===== src/rtl/wb_write_back_if.sv =====
// wb_write_back_if: the bus between the MEM stage and the write-back stage.
//   master : MEM-side producer/observer. It drives stall/flush and the
//            in_* instruction fields, and reads the register-file write
//            port, the bypass record, misaligned and retire_count.
//   slave  : the write-back stage itself.
interface wb_write_back_if #(
  parameter int DATA_W = 32,
  parameter int CNT_W  = 32
);
  // MEM -> WB
  logic              stall;
  logic              flush;
  logic              in_valid;
  logic              in_RegWrite;
  logic [1:0]        in_MemtoReg;
  logic [2:0]        in_load_type;
  logic [1:0]        in_addr_low;
  logic [DATA_W-1:0] in_alu_result;
  logic [DATA_W-1:0] in_mem_data;
  logic [DATA_W-1:0] in_pc_plus8;
  logic [4:0]        in_write_register;

  // WB -> register file / ID stage
  logic              RegWrite;
  logic [5:0]        write_register;
  logic [DATA_W-1:0] write_data;
  logic              fwd_valid;
  logic [4:0]        fwd_register;
  logic [DATA_W-1:0] fwd_data;
  logic              misaligned;
  logic [CNT_W-1:0]  retire_count;

  modport master (
    output stall, flush, in_valid, in_RegWrite, in_MemtoReg, in_load_type,
           in_addr_low, in_alu_result, in_mem_data, in_pc_plus8,
           in_write_register,
    input  RegWrite, write_register, write_data, fwd_valid, fwd_register,
           fwd_data, misaligned, retire_count
  );

  modport slave (
    input  stall, flush, in_valid, in_RegWrite, in_MemtoReg, in_load_type,
           in_addr_low, in_alu_result, in_mem_data, in_pc_plus8,
           in_write_register,
    output RegWrite, write_register, write_data, fwd_valid, fwd_register,
           fwd_data, misaligned, retire_count
  );
endinterface


===== src/rtl/wb_write_back.sv =====
// wb_write_back: write-back stage of the 5-stage MIPS pipeline.
//   Holds the MEM/WB pipeline register, extracts byte/half loads
//   (big-endian, sign or zero extended), selects ALU / load / link result,
//   and writes the register file exactly once per instruction.
//   Ports:
//     clk   - pipeline clock, rising edge
//     reset - asynchronous, active-high
//     wb    - wb_write_back_if.slave (stall/flush, in_* fields, register-file
//             write port, one-cycle bypass record, misaligned, retire_count)
module wb_write_back #(
  parameter int DATA_W = 32,
  parameter int CNT_W  = 32
) (
  input  logic            clk,
  input  logic            reset,
  wb_write_back_if.slave  wb
);

  localparam logic [2:0] LT_LW  = 3'd0;
  localparam logic [2:0] LT_LB  = 3'd1;
  localparam logic [2:0] LT_LBU = 3'd2;
  localparam logic [2:0] LT_LH  = 3'd3;
  localparam logic [2:0] LT_LHU = 3'd4;

  localparam logic [1:0] MTR_MEM  = 2'b01;
  localparam logic [1:0] MTR_LINK = 2'b10;

  // MEM/WB pipeline register
  logic              valid;
  logic              done;      // instruction already wrote/retired while stalled
  logic              r_regwrite;
  logic [1:0]        r_memtoreg;
  logic [2:0]        r_load_type;
  logic [1:0]        r_addr_low;
  logic [DATA_W-1:0] r_alu_result;
  logic [DATA_W-1:0] r_mem_data;
  logic [DATA_W-1:0] r_pc_plus8;
  logic [4:0]        r_dest;

  logic [7:0]        ld_byte;
  logic [15:0]       ld_half;
  logic [DATA_W-1:0] load_val;
  logic [DATA_W-1:0] result;
  logic              mis_raw;
  logic              active;
  logic              commit;

  always_ff @(posedge clk or posedge reset) begin
    // NOTE: the datapath fields are reset too, so write_register and the
    // other field-derived outputs read 0 the instant reset asserts.
    if (reset) begin
      valid        <= 1'b0;
      done         <= 1'b0;
      r_regwrite   <= 1'b0;
      r_memtoreg   <= '0;
      r_load_type  <= '0;
      r_addr_low   <= '0;
      r_alu_result <= '0;
      r_mem_data   <= '0;
      r_pc_plus8   <= '0;
      r_dest       <= '0;
    end else if (wb.flush) begin
      // NOTE: non-blocking assignments keep every register sampling the
      // pre-edge values, regardless of statement order.
      valid <= 1'b0;
    end else if (!wb.stall) begin
      valid        <= wb.in_valid;
      done         <= 1'b0;
      r_regwrite   <= wb.in_RegWrite;
      r_memtoreg   <= wb.in_MemtoReg;
      r_load_type  <= wb.in_load_type;
      r_addr_low   <= wb.in_addr_low;
      r_alu_result <= wb.in_alu_result;
      r_mem_data   <= wb.in_mem_data;
      r_pc_plus8   <= wb.in_pc_plus8;
      r_dest       <= wb.in_write_register;
    end else if (active) begin
      // Stalled: the first cycle in the stage already wrote and retired.
      done <= 1'b1;
    end
  end

  always_comb begin
    // NOTE: every output of this block is given a default first, so no
    // path through the case statements can infer a latch.
    ld_byte  = r_mem_data[DATA_W-1 -: 8];
    ld_half  = r_mem_data[DATA_W-1 -: 16];
    load_val = r_mem_data;
    mis_raw  = 1'b0;
    result   = r_alu_result;

    // Big-endian: address byte 0 is the most significant byte of the word.
    case (r_addr_low)
      2'd1:    ld_byte = r_mem_data[DATA_W-9  -: 8];
      2'd2:    ld_byte = r_mem_data[DATA_W-17 -: 8];
      2'd3:    ld_byte = r_mem_data[DATA_W-25 -: 8];
      default: ld_byte = r_mem_data[DATA_W-1  -: 8];
    endcase
    if (r_addr_low[1]) ld_half = r_mem_data[DATA_W-17 -: 16];

    case (r_load_type)
      LT_LB:   load_val = {{(DATA_W-8){ld_byte[7]}}, ld_byte};
      LT_LBU:  load_val = {{(DATA_W-8){1'b0}}, ld_byte};
      LT_LH:   load_val = {{(DATA_W-16){ld_half[15]}}, ld_half};
      LT_LHU:  load_val = {{(DATA_W-16){1'b0}}, ld_half};
      default: load_val = r_mem_data;
    endcase

    // Alignment only means something for a load; ALU/link results leave
    // load_type/addr_low as don't-cares.
    if (r_memtoreg == MTR_MEM) begin
      case (r_load_type)
        LT_LB, LT_LBU: mis_raw = 1'b0;
        LT_LH, LT_LHU: mis_raw = r_addr_low[0];
        default:       mis_raw = (r_addr_low != 2'd0);
      endcase
    end

    case (r_memtoreg)
      MTR_MEM:  result = load_val;
      MTR_LINK: result = r_pc_plus8;
      default:  result = r_alu_result;
    endcase
  end

  assign active = valid & ~done;
  assign commit = active & r_regwrite & (r_dest != 5'd0) & ~mis_raw;

  assign wb.RegWrite       = commit;
  assign wb.write_register = {1'b0, r_dest};
  assign wb.write_data     = valid ? result : '0;
  assign wb.misaligned     = active & mis_raw;

  // Bypass record covers the register file's write-then-read edge; retire
  // counter ticks once per instruction, on its first cycle in the stage.
  always_ff @(posedge clk or posedge reset) begin
    if (reset) begin
      wb.fwd_valid    <= 1'b0;
      wb.fwd_register <= '0;
      wb.fwd_data     <= '0;
      wb.retire_count <= '0;
    end else begin
      wb.fwd_valid <= commit;
      if (commit) begin
        wb.fwd_register <= r_dest;
        wb.fwd_data     <= result;
      end
      if (active) wb.retire_count <= wb.retire_count + CNT_W'(1);
    end
  end

endmodule


===== src/flat_wrapper.sv =====
// flat-port wrapper written by rule: the top's interface ports become plain ports
module wb_write_back_flat 
#(
  parameter int DATA_W = 32,
  parameter int CNT_W  = 32
)
  (clk, reset, wb_stall, wb_flush, wb_in_valid, wb_in_RegWrite, wb_in_MemtoReg, wb_in_load_type, wb_in_addr_low, wb_in_alu_result, wb_in_mem_data, wb_in_pc_plus8, wb_in_write_register, wb_RegWrite, wb_write_register, wb_write_data, wb_fwd_valid, wb_fwd_register, wb_fwd_data, wb_misaligned, wb_retire_count);
  wb_write_back_if #(.DATA_W(DATA_W), .CNT_W(CNT_W)) wb_i ();
  input  logic clk;
  input  logic reset;
  input wire logic [$bits(wb_i.stall)-1:0] wb_stall;
  input wire logic [$bits(wb_i.flush)-1:0] wb_flush;
  input wire logic [$bits(wb_i.in_valid)-1:0] wb_in_valid;
  input wire logic [$bits(wb_i.in_RegWrite)-1:0] wb_in_RegWrite;
  input wire logic [$bits(wb_i.in_MemtoReg)-1:0] wb_in_MemtoReg;
  input wire logic [$bits(wb_i.in_load_type)-1:0] wb_in_load_type;
  input wire logic [$bits(wb_i.in_addr_low)-1:0] wb_in_addr_low;
  input wire logic [$bits(wb_i.in_alu_result)-1:0] wb_in_alu_result;
  input wire logic [$bits(wb_i.in_mem_data)-1:0] wb_in_mem_data;
  input wire logic [$bits(wb_i.in_pc_plus8)-1:0] wb_in_pc_plus8;
  input wire logic [$bits(wb_i.in_write_register)-1:0] wb_in_write_register;
  output wire logic [$bits(wb_i.RegWrite)-1:0] wb_RegWrite;
  output wire logic [$bits(wb_i.write_register)-1:0] wb_write_register;
  output wire logic [$bits(wb_i.write_data)-1:0] wb_write_data;
  output wire logic [$bits(wb_i.fwd_valid)-1:0] wb_fwd_valid;
  output wire logic [$bits(wb_i.fwd_register)-1:0] wb_fwd_register;
  output wire logic [$bits(wb_i.fwd_data)-1:0] wb_fwd_data;
  output wire logic [$bits(wb_i.misaligned)-1:0] wb_misaligned;
  output wire logic [$bits(wb_i.retire_count)-1:0] wb_retire_count;
  assign wb_i.stall = wb_stall;
  assign wb_i.flush = wb_flush;
  assign wb_i.in_valid = wb_in_valid;
  assign wb_i.in_RegWrite = wb_in_RegWrite;
  assign wb_i.in_MemtoReg = wb_in_MemtoReg;
  assign wb_i.in_load_type = wb_in_load_type;
  assign wb_i.in_addr_low = wb_in_addr_low;
  assign wb_i.in_alu_result = wb_in_alu_result;
  assign wb_i.in_mem_data = wb_in_mem_data;
  assign wb_i.in_pc_plus8 = wb_in_pc_plus8;
  assign wb_i.in_write_register = wb_in_write_register;
  assign wb_RegWrite = wb_i.RegWrite;
  assign wb_write_register = wb_i.write_register;
  assign wb_write_data = wb_i.write_data;
  assign wb_fwd_valid = wb_i.fwd_valid;
  assign wb_fwd_register = wb_i.fwd_register;
  assign wb_fwd_data = wb_i.fwd_data;
  assign wb_misaligned = wb_i.misaligned;
  assign wb_retire_count = wb_i.retire_count;
  wb_write_back #(.DATA_W(DATA_W), .CNT_W(CNT_W)) u_core (.clk(clk), .reset(reset), .wb(wb_i));
endmodule

===== config.mk =====
export PLATFORM = sky130hd
export DESIGN_NAME = wb_write_back_flat
export DESIGN_NICKNAME = d
export VERILOG_FILES = /design/src/rtl/wb_write_back_if.sv /design/src/rtl/wb_write_back.sv /design/src/flat_wrapper.sv
export SDC_FILE = /design/constraint.sdc
export NUM_CORES = 1
export LEC_CHECK = 0
export CAP_MARGIN = 20
export CORE_UTILIZATION = 55
export CTS_CLUSTER_DIAMETER = 40
export DETAILED_ROUTE_END_ITERATION = 6
export DONT_BUFFER_PORTS = 1
export PLACE_DENSITY_LB_ADDON = 0.08
export SLEW_MARGIN = 20
export SYNTH_ARGS = -nofsm -noshare
export SYNTH_HDL_FRONTEND = slang
export SYNTH_SLANG_ARGS = --single-unit

===== constraint.sdc =====
create_clock -name clk -period 9.99 [get_ports clk]
set_input_delay 1.4985 -clock clk [delete_from_list [all_inputs] [get_ports clk]]
set_output_delay 1.4985 -clock clk [all_outputs]
set_load 0.05 [all_outputs]

### Yosys cells after proc, flatten, opt, wreduce, memory -nomap -nowiden

Index checks and enable logic that the tools add are counted.

| cells by class | value |
|---|---|
| add/sub/neg operators | 1 |
| equal/unequal tests | 11 |
| multiplexer cells | 11 |
| bitwise logic cells | 9 |
| reduce and logical (&&, ||, !) cells | 6 |

Operator list:

| cell | count |
|---|---|
| case mux 32 bit (4 select lines) | 1 |
| case mux 32 bit (2 select lines) | 1 |
| adder 32 x 1 -> 32 bit (second input constant) | 1 |
| two-way mux 32 bit | 1 |
| case mux 8 bit (3 select lines) | 1 |
| two-way mux 16 bit | 1 |
| equality test 2 bit (second input constant) | 3 |
| equality test 3 x 2 -> 1 bit (second input constant) | 2 |
| AND 1 bit | 5 |
| two-way mux 1 bit | 5 |
| nonzero test 5 bit | 1 |
| equality test 2 x 1 -> 1 bit (second input constant) | 2 |
| inequality test 2 x 1 -> 1 bit (second input constant) | 2 |
| inverter 1 bit | 4 |
| AND reduction 2 bit | 2 |
| OR reduction 2 bit | 2 |
| equality test 3 x 1 -> 1 bit (second input constant) | 1 |
| equality test 3 bit (second input constant) | 1 |
| case mux 1 bit (2 select lines) | 1 |
| nonzero test 2 bit | 1 |

| word-level totals | value |
|---|---|
| flip-flop bits (word level) | 181 |
| bits of input ports | 114 |
| word-level logic and storage cells | 52 |

### Depth between registers and ports, before layout

| depth | value |
|---|---|
| word-level depth | 6 |
| gate-level depth with buffers | 8 |
| depth with buffers taken out | 7 |

### Worst setup path before layout

No wires, ideal clock.

| timing path | value |
|---|---|
| kind | register to output |
| start point | reg u_core.r_load_type[0] |
| end point | out wb_write_data[13] |
| arrival time | 2.704 ns |
| slack | 5.787 ns |
| cell stages (with the launch flop) | 7 |
| path through | dfrtp_1 -> buf_2 -> nor3b_1 -> a221oi_1 -> o211ai_1 -> a221oi_1 -> nor3b_1 |

| on the way | value |
|---|---|
| word-level cells in the longest chain between the ends | 4 |
| elaborated cells between the ends (all ways) | 7 |
| classes of those cells | eq/ne (4); mux (3) |

Ends and longest elaborated chain:

| element | line | RTL |
|---|---|---|
| start: declaration | wb_write_back.sv:33 | `logic [2:0] r_load_type;` |
| start signal: assignment | wb_write_back.sv:71 | `r_load_type <= wb.in_load_type;` |
| equality test 3 bit, or another cell as far along | wb_write_back.sv:101 | `case (r_load_type)` |
| case mux 32 bit (4 select lines) (*) | wb_write_back.sv:101 |  |
| case mux 32 bit (2 select lines) (*) | wb_write_back.sv:119 | `case (r_memtoreg)` |
| two-way mux 32 bit (*) | wb_write_back.sv:131 | `assign wb.write_data = valid ? result : '0;` |
| end: declaration | flat_wrapper.sv:24 | `output wire logic [$bits(wb_i.write_data)-1:0] wb_write_data;` |

Every way passes the cells marked *; elsewhere a longest branch is shown, timed or not.

### Worst setup path after layout

| timing path | value |
|---|---|
| start point | reg u_core.r_load_type[1] |
| end point | out wb_write_data[16] |

Same word-level chain as after synthesis.

==> out/results.tsv <==
stage	metric	value	unit
logic_synthesis	synth.avg_cell_area	11.27	um2
clock_tree	clk_latency	0.43	ns
worst_hold_path	min_path_type	flip-flop to flip-flop	
floorplanning	rows	46	
routing	vias	6423	
power_and_ir_drop	p_seq_share	53.8	%
logic_synthesis	ys_seq_elements	181	
timing	fmax	193.8	MHz
timing	tightestPinTransition	1.174	ns
setup_path	crit_path_start_kind	flip-flop	
clock_tree	cts_resized	0	
routing	via_per_inst	6.417	
setup_path	cp-end-kind	output port	
logic_synthesis	synth_fp_nets	909	
global_route	grt_start_max_net_pins	103	
final_layout	syn_to_final_growth	8.651	%
timing	skew	0.006878	ns
power_and_ir_drop	p_leak	4.004	nW
timing	setup_viol	0	
logic_synthesis	synth_warnings	0	
timing	hold_ws	0.4993	ns
placement	hpwl	16520	um
floorplanning	die_area	16740	um2
routing	ant_nets	0	
timing	rsz0062_at_grt	no	
power_and_ir_drop	p_sw	1.055	mW
clock_tree	cts_buffer_depth	2	
setup_path	r2r_cells	5	
timing	period_share	51.64	%
clock_tree	cts_tree	done	
clock_tree	clk_pin_slew	0.07	ns
logic_synthesis	synthSimpleGateAreaFrac	12.00	%
run	max-cap-violations	0	
clock_tree	numClockSinks	181	
clock_tree	post_cts_buffers	0	
power_and_ir_drop	p_comb_share	20.0	%
power_and_ir_drop	peakVddDrop	0.1313	mV
routing	wl_per_cell	23.53	um
setup_path	crit_buf_inv	0	
logic_synthesis	netlist_area	8924	um2
setup_path	critPathTopFamily	compound AO/OA/AOI/OAI gates	
setup_path	path_cells	nand2b_1, a2111o_1, a21o_1, o211ai_1, a21oi_1	
routing	totalWireLength	23560	um
floorplanning	coreArea	15890	um2
setup_path	rrSetupSlack	6.83	ns
logic_synthesis	synth_top_family_by_area	multiplexers	
clock_tree	numCtsBuffers	17	
floorplanning	die_y	129.4	um
global_route	track_usage	28.93	%
routing	drc	0	
logic_synthesis	synth-compound-area-share	13.03	%
setup_path	max_stage_delay	0.98	ns
placement	port_buffers	0	
global_route	grt_pass1_vias	6340	
power_and_ir_drop	internal_power	1.407	mW
floorplanning	die_w	129.4	um
final_layout	n_fill_cell	1339	
setup_path	cp_max_fo	30	
logic_synthesis	synth.distinct_cells	53	
logic_synthesis	synth_edf_count	0	
placement	gp_congestion	0.8356	
timing	finalMaxSlewViolations	0	
global_route	grt_pass1_wl	35960	um
setup_path	cp.depth	5	
timing	finalHoldViolations	0	
logic_synthesis	synthMuxAreaShare	17.54	%
global_route	overflow	0	
final_layout	layout-drive-gt1-share	23.08	%
setup_path	cp.arrival	3.66	ns
routing	drt-initial-drc-count	471	
setup_path	cp_slowest_cell	dfrtp_1	
floorplanning	start_util	56.18	%
clock_tree	cts_hold_buf	0	
logic_synthesis	synth_top_flop_cell	dfrtp_1	
final_layout	fin_nets	884	
final_layout	finalInstanceArea	9696	um2
logic_synthesis	ys_seq_area_share	50.76	%
run_status	outcome	finished clean	
power_and_ir_drop	report.power.total	2.461	mW
logic_synthesis	synthCells	792	
worst_hold_path	hold_path_depth	1	
power_and_ir_drop	power.density	253.9	nW/um2
logic_synthesis	synth_xor_area_share	3.239	%
logic_synthesis	yosys.area_share.adder	0.4206	%
timing	fin_tns_setup	0	ns
logic_synthesis	async_flop_share	100.0	%
placement	placed_cells	964	
timing	relSlewSlack	22.00	%
clock_tree	cts-root-buf	clkbuf_16	
power_and_ir_drop	pwr-share-clk	26.1	%
floorplanning	ios	224	
routing	drt_first_pass_iters	5	
global_route	antenna_found_initial	6	
power_and_ir_drop	switching_share	42.84	%
setup_path	crit_required	8.49	ns
clock_tree	ctsHtreeMaxLevel	4	
final_layout	final_cells	1001	
setup_path	crit_type	flip-flop to output port	
placement	dpl_cell_area	9114	um2
timing	period_needed	5.159	ns
## power groups by stage
stage          clock network (mW)  registers, mW  logic (mW)
2_1_floorplan                   0           1.28       0.407
3_3_place_gp                    0           1.33       0.476
3_5_place_dp                    0           1.34       0.492
4_1_cts                     0.653           1.32       0.493
5_1_grt                     0.687           1.35       0.542
6_report                    0.643           1.33       0.493
## cells in the mapped netlist (7+ instances only)
master	instances	share of area [%]
xnor2_1	25	2.5
nand2b_1	27	1.9
mux2i_1	18	2.0
and2_1	8	0.56
buf_2	14	0.79
o21a_1	7	0.59
nand3_1	14	0.79
nand4_1	9	0.63
mux2_2	111	14
nor3_1	9	0.50
a31oi_1	19	1.3
o31ai_1	8	0.67
a21oi_1	40	2.2
nor2_1	24	1.0
inv_1	11	0.46
clkbuf_1	35	1.5
o21ai_0	19	1.1
dfrtp_1	181	51
nor2b_1	22	1.5
nor3b_1	10	0.84
a221oi_1	17	1.7
nand2_1	70	2.9
xor2_1	8	0.79
o211ai_1	30	2.5
## per-layer routing
layer	up-vias	GRT usage, %	wire length (um)
met5	-	0	16
met4	2	10.93	456
met3	39	8.010	1980
met2	268	45.41	11220
met1	3281	38.31	9880
li1	2833	-	-
## cell usage in the layout, fill, tap and decap left out, drive strengths merged, types with 9 or more instances in the layout
cell type,instances
nand2,70
a21oi,40
o21ai,20
dfrtp,181
nor2,24
nor3,9
a221oi,17
and2,11
nand3,14
nor3b,11
nand2b,27
clkbuf,17
mux2,111
nand4,9
inv,17
a31oi,19
o211ai,30
nor2b,22
buf,9
xnor2,25
mux2i,18
## sequential cells by signal (all words and copies together), names as in the netlist
| name | cells |
|---|---|
| u_core.r_pc_plus8 | 32 |
| u_core.r_load_type | 3 |
| u_core.r_addr_low | 2 |
| u_core.r_alu_result | 32 |
| u_core.r_mem_data | 32 |
| u_core.done | 1 |
| u_core.wb.fwd_valid | 1 |
| u_core.r_memtoreg | 2 |
| u_core.wb.retire_count | 32 |
| u_core.valid | 1 |
| u_core.r_regwrite | 1 |
| u_core.wb.fwd_data | 32 |
| u_core.wb.fwd_register | 5 |
| u_core.r_dest | 5 |
## layout make-up
| class | instances | area, um2 | share of cell area, % |
|---|---|---|---|
| Antenna cell | 5 | 12.51 | 0.1290 |
| Timing Repair Buffer | 9 | 83.83 | 0.8646 |
| Clock buffer | 17 | 425.4 | 4.388 |
| Inverter | 12 | 50.05 | 0.5162 |
| Sequential cell | 181 | 4529 | 46.72 |
| Tap cell | 216 | 270.3 | 2.787 |
| Clock inverter | 15 | 140.1 | 1.445 |
| Multi-Input combinational cell | 546 | 4184 | 43.15 |
## stage by stage
step / util [%] / worst slack [ns]
2_1_floorplan: - / 3.576
3_3_place_gp: 57.25 / 5.383
3_5_place_dp: 57.37 / 5.353
4_1_cts: 60.93 / 4.886
5_1_grt: 60.97 / 4.626
6_report: 61.04 / 4.831
## cells by family after synthesis
kind of cell | count (synthesis)
and+or+nand+nor | 208
DFF | 181
AOI/OAI and AO/OA | 166
muxes | 135
buffers and inverters | 65
xor gates and xnor gates | 33
adders and majority gates | 3
other | 1
## worst register-to-register path: cells and delay by family, from the launching register on
| kind | cells | cell delay, ns |
|---|---|---|
| and+or+nand+nor | 2 | 0.90 |
| DFF | 1 | 0.98 |
| AOI/OAI and AO/OA | 1 | 0.17 |
| muxes | 1 | 0.44 |
| buffers and inverters | 1 | 0.56 |
## path summary, 6_finish.rpt
path                                          from                       to
min in group asynchronous                    reset    u_core.r_pc_plus8[23]
hold reg to reg            u_core.r_alu_result[24]  u_core.r_alu_result[24]
setup reg to reg             u_core.r_load_type[1]    u_core.wb.fwd_data[1]
hold / removal             u_core.r_alu_result[24]  u_core.r_alu_result[24]
setup / recovery             u_core.r_load_type[1]        wb_write_data[16]
max in group asynchronous                    reset         u_core.r_dest[1]
No activity file was read; power rests on OpenSTA's default activity.
